$ cat src/rtl/digi_ota_scheduler_if.sv
// Result port of the OTA scheduler: valid/ready handshake carrying the
// channel index and the two sample counts of one measurement window.
interface digi_ota_scheduler_if #(
    parameter int SELW = 2,
    parameter int CW   = 7
);
    logic            res_valid;
    logic            res_ready;
    logic [SELW-1:0] res_ch;
    logic [CW-1:0]   res_high;
    logic [CW-1:0]   res_act;

    modport master (
        output res_valid,
        output res_ch,
        output res_high,
        output res_act,
        input  res_ready
    );

    modport slave (
        input  res_valid,
        input  res_ch,
        input  res_high,
        input  res_act,
        output res_ready
    );
endinterface

$ cat src/rtl/digi_ota_scheduler.sv
// Time-shares one digital OTA/comparator core between NCH channels.
// A round-robin arbiter picks a requester, the FSM steers the OTA mux to it,
// waits for the analog path to settle, counts synchronized OTA activity over
// a fixed window and hands the counts out through a valid/ready port.
module digi_ota_scheduler #(
    parameter int NCH    = 4,
    parameter int SETTLE = 4,
    parameter int WIN    = 64,
    parameter int SELW   = $clog2(NCH),
    parameter int CW     = $clog2(WIN + 1)
) (
    input  logic                   clk,
    input  logic                   rst,
    input  logic [NCH-1:0]         ch_req,
    output logic [NCH-1:0]         ch_gnt,
    output logic [SELW-1:0]        ota_sel,
    output logic                   ota_en,
    input  logic                   ota_op,
    input  logic                   ota_act,
    output logic                   busy,
    digi_ota_scheduler_if.master   res
);

    // The shared timer counts both the settle and the window phase.
    localparam int TMAX = (SETTLE > WIN) ? SETTLE : WIN;
    localparam int TW   = $clog2(TMAX + 1);

    typedef enum logic [1:0] {
        S_IDLE,
        S_SETTLE,
        S_MEASURE,
        S_REPORT
    } state_t;

    state_t          state;
    logic [SELW-1:0] ptr;
    logic [TW-1:0]   tmr;
    logic [CW-1:0]   cnt_high;
    logic [CW-1:0]   cnt_act;
    logic [1:0]      op_sync;
    logic [1:0]      act_sync;
    logic            sync_op;
    logic            sync_act;
    logic            found;
    logic [SELW-1:0] pick;
    logic [SELW-1:0] next_ptr;

    logic            out_valid;
    logic [SELW-1:0] out_ch;
    logic [CW-1:0]   out_high;
    logic [CW-1:0]   out_act;

    assign sync_op  = op_sync[1];
    assign sync_act = act_sync[1];

    assign res.res_valid = out_valid;
    assign res.res_ch    = out_ch;
    assign res.res_high  = out_high;
    assign res.res_act   = out_act;

    // Two-flop synchronizers for the OTA outputs, which are asynchronous to clk.
    always_ff @(posedge clk or posedge rst) begin
        if (rst) begin
            op_sync  <= 2'b00;
            act_sync <= 2'b00;
        end else begin
            op_sync  <= {op_sync[0], ota_op};
            act_sync <= {act_sync[0], ota_act};
        end
    end

    // Round-robin pick: scanning downwards lets the smallest offset from ptr win.
    always_comb begin
        found = 1'b0;
        pick  = '0;
        for (int i = NCH - 1; i >= 0; i--) begin
            if (ch_req[(int'(ptr) + i) % NCH]) begin
                found = 1'b1;
                pick  = SELW'((int'(ptr) + i) % NCH);
            end
        end
    end

    assign next_ptr = SELW'((int'(pick) + 1) % NCH);

    // Main sequencer: grant, settle, measure, report; all outputs registered.
    always_ff @(posedge clk or posedge rst) begin
        if (rst) begin
            state     <= S_IDLE;
            ptr       <= '0;
            tmr       <= '0;
            cnt_high  <= '0;
            cnt_act   <= '0;
            ch_gnt    <= '0;
            ota_sel   <= '0;
            ota_en    <= 1'b0;
            busy      <= 1'b0;
            out_valid <= 1'b0;
            out_ch    <= '0;
            out_high  <= '0;
            out_act   <= '0;
        end else begin
            case (state)
                S_IDLE: begin
                    if (found) begin
                        state   <= S_SETTLE;
                        ch_gnt  <= {{(NCH-1){1'b0}}, 1'b1} << pick;
                        ota_sel <= pick;
                        ota_en  <= 1'b1;
                        busy    <= 1'b1;
                        ptr     <= next_ptr;
                        tmr     <= TW'(SETTLE - 1);
                    end
                end
                S_SETTLE: begin
                    cnt_high <= '0;
                    cnt_act  <= '0;
                    if (tmr == '0) begin
                        state <= S_MEASURE;
                        tmr   <= TW'(WIN - 1);
                    end else begin
                        tmr <= tmr - 1'b1;
                    end
                end
                S_MEASURE: begin
                    cnt_act  <= cnt_act + CW'(sync_act);
                    cnt_high <= cnt_high + CW'(sync_op & sync_act);
                    if (tmr == '0) begin
                        state     <= S_REPORT;
                        ch_gnt    <= '0;
                        ota_en    <= 1'b0;
                        out_valid <= 1'b1;
                        out_ch    <= ota_sel;
                        out_act   <= cnt_act + CW'(sync_act);
                        out_high  <= cnt_high + CW'(sync_op & sync_act);
                    end else begin
                        tmr <= tmr - 1'b1;
                    end
                end
                S_REPORT: begin
                    if (res.res_ready) begin
                        out_valid <= 1'b0;
                        busy      <= 1'b0;
                        state     <= S_IDLE;
                    end
                end
                default: begin
                    state <= S_IDLE;
                end
            endcase
        end
    end

endmodule

$ cat src/flat_wrapper.sv
// flat-port wrapper written by rule: the top's interface ports become plain ports
module digi_ota_scheduler_flat 
#(
    parameter int NCH    = 4,
    parameter int SETTLE = 4,
    parameter int WIN    = 64,
    parameter int SELW   = $clog2(NCH),
    parameter int CW     = $clog2(WIN + 1)
)
  (clk, rst, ch_req, ch_gnt, ota_sel, ota_en, ota_op, ota_act, busy, res_res_valid, res_res_ch, res_res_high, res_res_act, res_res_ready);
  digi_ota_scheduler_if #(.SELW(SELW), .CW(CW)) res_i ();
  input  logic clk;
  input  logic rst;
  input  logic [NCH-1:0] ch_req;
  output logic [NCH-1:0] ch_gnt;
  output logic [SELW-1:0] ota_sel;
  output logic ota_en;
  input  logic ota_op;
  input  logic ota_act;
  output logic busy;
  output wire logic [$bits(res_i.res_valid)-1:0] res_res_valid;
  output wire logic [$bits(res_i.res_ch)-1:0] res_res_ch;
  output wire logic [$bits(res_i.res_high)-1:0] res_res_high;
  output wire logic [$bits(res_i.res_act)-1:0] res_res_act;
  input wire logic [$bits(res_i.res_ready)-1:0] res_res_ready;
  assign res_res_valid = res_i.res_valid;
  assign res_res_ch = res_i.res_ch;
  assign res_res_high = res_i.res_high;
  assign res_res_act = res_i.res_act;
  assign res_i.res_ready = res_res_ready;
  digi_ota_scheduler #(.NCH(NCH), .SETTLE(SETTLE), .WIN(WIN), .SELW(SELW), .CW(CW)) u_core (.clk(clk), .rst(rst), .ch_req(ch_req), .ch_gnt(ch_gnt), .ota_sel(ota_sel), .ota_en(ota_en), .ota_op(ota_op), .ota_act(ota_act), .busy(busy), .res(res_i));
endmodule
$ cat config.mk
export PLATFORM = sky130hd
export DESIGN_NAME = digi_ota_scheduler_flat
export DESIGN_NICKNAME = d
export VERILOG_FILES = /design/src/rtl/digi_ota_scheduler_if.sv /design/src/rtl/digi_ota_scheduler.sv /design/src/flat_wrapper.sv
export SDC_FILE = /design/constraint.sdc
export NUM_CORES = 1
export LEC_CHECK = 0
export ABC_AREA = 1
export CAP_MARGIN = 20
export CELL_PAD_IN_SITES_DETAIL_PLACEMENT = 1
export CELL_PAD_IN_SITES_GLOBAL_PLACEMENT = 1
export CORE_UTILIZATION = 35
export CTS_BUF_LIST = sky130_fd_sc_hd__clkbuf_4
export CTS_CLUSTER_SIZE = 8
export DETAILED_ROUTE_END_ITERATION = 8
export PLACE_DENSITY = 0.74
export SLEW_MARGIN = 20
export SYNTH_ARGS = -nofsm -noshare
export SYNTH_HDL_FRONTEND = slang
export SYNTH_SLANG_ARGS = --single-unit
$ cat constraint.sdc
create_clock -name clk -period 2.2 [get_ports clk]
set_input_delay 0.22 -clock clk [delete_from_list [all_inputs] [get_ports clk]]
set_output_delay 0.22 -clock clk [all_outputs]
set_load 0.03 [all_outputs]
==> qor.yml <==
run_status:
  status: "completed"
route:
  vias_per_cell: 4.85
  vias: 2343
  route.detailed.drc: 0
  ant_nets: 0
  first_iter_violations: 54
  routedWlPerCell_um: 12.9
  firstDrtPassIters: 4
  drt-total-wl_mm: 6.25
min_path:
  hp-class: "in2async"
worst_setup_path:
  critPathMaxFanout: 9
  endpoint_kind: "register"
  reg2reg_depth: 9
  worstSetupPathType: "reg2reg"
  arrival_ns: 2.22
  cp-start-kind: "register"
  cp_data_required_time_ns: 2.47
pwr:
  leakage_nw: 1.65
  powerDensity_nw_per_um2: 1340
  irDropWorstVdd_v: 0.000551
  clock_power_share_pct: 10.3
  p_sw_share_pct: 50.2
  switchingPower_w: 0.00225
  internal_power_w: 0.00224
  pwr-share-comb_pct: 58.2
  seqPwrFrac_pct: 31.6
logic_synthesis:
  yosys-top-cells-count: "nand2_1, dfrtp_1, inv_1"
  netlist_area_um2: 2870
  yosysSeqAreaShare_pct: 47.1
  synth_top_area_share_pct: 47.1
  synth-xor-area-share_pct: 3.05
  synth-main-ff-cell: "dfrtp_1"
  synthMuxAreaShare_pct: 0
  synth_top_family_by_area: "simple AND/OR/NAND/NOR gates"
  synthDistinctLibCells: 30
  synth_edf_count: 0
  yosys_warnings: 0
  postSynth.asyncResetShare_pct: 100
  syn_inst: 346
  synth_fa_ha_area_share_pct: 6.11
  synth_simple_gate_area_share_pct: 26.4
  synth_compound_area_share_pct: 9.25
  synth_fp_nets: 369
  synth_area_leaders: "dfrtp_1, nand2_1, ha_1"
  synth_top_cell_by_area: "dfrtp_1"
  synth.avg_cell_area_um2: 8.29
  ys_seq_elements: 54
  post-synth-top-count-cell: "nand2_1"
clock_tree:
  cts_root_buffer: "clkbuf_4"
  clock-sinks: 54
  path_clk_slew_ns: 0.17
  cts_setup_buffers: 0
  cts_resized: 0
  clkLatencyLatePin_ns: 0.37
  cts_buffers: 5
  cts.path.max_buffers: 2
  cts_hold_buf: 0
  htreeDepth: 2
  cts_tree: "yes"
floorplan:
  fp.dieH_um: 92.5
  start_util_pct: 36.7
  rows: 32
  die_area_um2: 8560
  io_pins: 34
  die_w_um: 92.5
  core-area_um2: 7810
global_route:
  antenna_found_initial: 0
  grt_max_degree: 55
  grt_pass1_wl_mm: 11.2
  track_usage_pct: 16.2
  grt_pass1_vias: 2482
  overflow: 0
sta:
  tightest_slew_ns: 0.504
  fin_skew_ns: 0.00833
  setup_tns_ns: 0
  report.final.hold_viol_count: 0
  finalSetupViolCount: 0
  rsz0062_at_grt: "no"
  period_share_pct: 88.2
  relSlewSlack_pct: 66.4
  timing.hold.ws_ns: 0.195
  fmax_mhz: 515
  finalCriticalPeriod_ns: 1.94
  drv_slew: 0
cells_and_area:
  final_area_um2: 3350
  final_net_count: 403
  diodes: 0
  syn_to_final_growth_pct: 16.8
  drive_gt1_share_pct: 9.45
place:
  hpwl_mm: 4.61
  place_congestion: 0.805
  placed_area_um2: 3290
  port_buffers: 33
flow_run:
  maxCapViolations: 0
==> cells by family after synthesis <==
family,Yosys count
and+or+nand+nor,172
DFF,54
buffers and inverters,52
AOI/OAI and AO/OA,44
adders and majority gates,14
xor gates and xnor gates,10
==> through the flow <==
stage               power (W)  util, %  setup WS (ns)  std cells
CTS                   0.00456     42.9          0.251        483
floorplan             0.00340        -          0.476        346
global placement      0.00398     42.2          0.151        475
detailed placement    0.00407     42.2         0.0685        475
global route          0.00495     42.9         0.0327        483
finish                0.00449     42.9          0.259        483
==> routing by layer <==
layer  global-route usage (%)  wire, um  up-vias
met3                     3.12       184        4
met5                        0         0        -
met2                     28.9      3080       41
met4                     3.26        38        0
li1                         -         -     1162
met1                     20.4      2940     1136
==> layout make-up <==
type                            count  area [um^2]
Clock buffer                        5         37.5
Inverter                           43          164
Sequential cell                    54         1350
Tap cell                          102          128
Fill cell                         958         4460
Multi-Input combinational cell    240         1280
Timing Repair Buffer               36          365
Clock inverter                      3         20.0
==> power by group through the flow <==
stage	registers [W]	logic [W]	clock network, W
2_1_floorplan	0.00158	0.00181	0
3_3_place_gp	0.00144	0.00255	0
3_5_place_dp	0.00144	0.00263	0
4_1_cts	0.00142	0.00265	0.000485
5_1_grt	0.00146	0.00298	0.000514
6_report	0.00142	0.00261	0.000461
==> cell usage in the layout, fill, tap and decap left out, types with 8 or more instances in the layout <==
cell             instances
ha_1                    14
o21ai_0                 19
nand2_1                120
nor2_1                   8
xor2_1                   9
inv_1                   38
nand3_1                 25
o21ai_2                  9
dfrtp_1                 54
clkdlybuf4s50_1         33
==> worst max-delay path, stage by stage, from the launching register on <==
cell and delay (ns):
dfrtp_1 0.52, o21ai_1 0.36, nand2_1 0.14, nand3_1 0.13, nand3_1 0.09, nand2_1 0.14
inv_1 0.08, ha_1 0.27, nand2_1 0.07, o21ai_1 0.05
==> sequential cells by signal, summed over array words and instances, names as in the netlist, 2 cells and up <==
signal,cells
u_core.res.res_high,7
u_core.act_sync,2
u_core.cnt_act,7
u_core.ptr,2
u_core.state,2
u_core.res.res_act,7
u_core.res.res_ch,2
u_core.tmr,7
u_core.ota_sel,2
u_core.cnt_high,7
u_core.ch_gnt,4
u_core.op_sync,2
==> final timing paths <==
check / startpoint / end / slack [ns]
max: u_core.ptr[0] / u_core.ptr[1] / 0.26
min: rst / u_core.res.res_act[6] / 0.20
max reg2reg: u_core.ptr[0] / u_core.ptr[1] / 0.26
max in group asynchronous: rst / u_core.res.res_act[1] / 1.76
min in group clk: ota_op / u_core.op_sync[0] / 0.27
min reg2reg: u_core.op_sync[0] / u_core.op_sync[1] / 0.37
(Power assumes the default switching activity.)
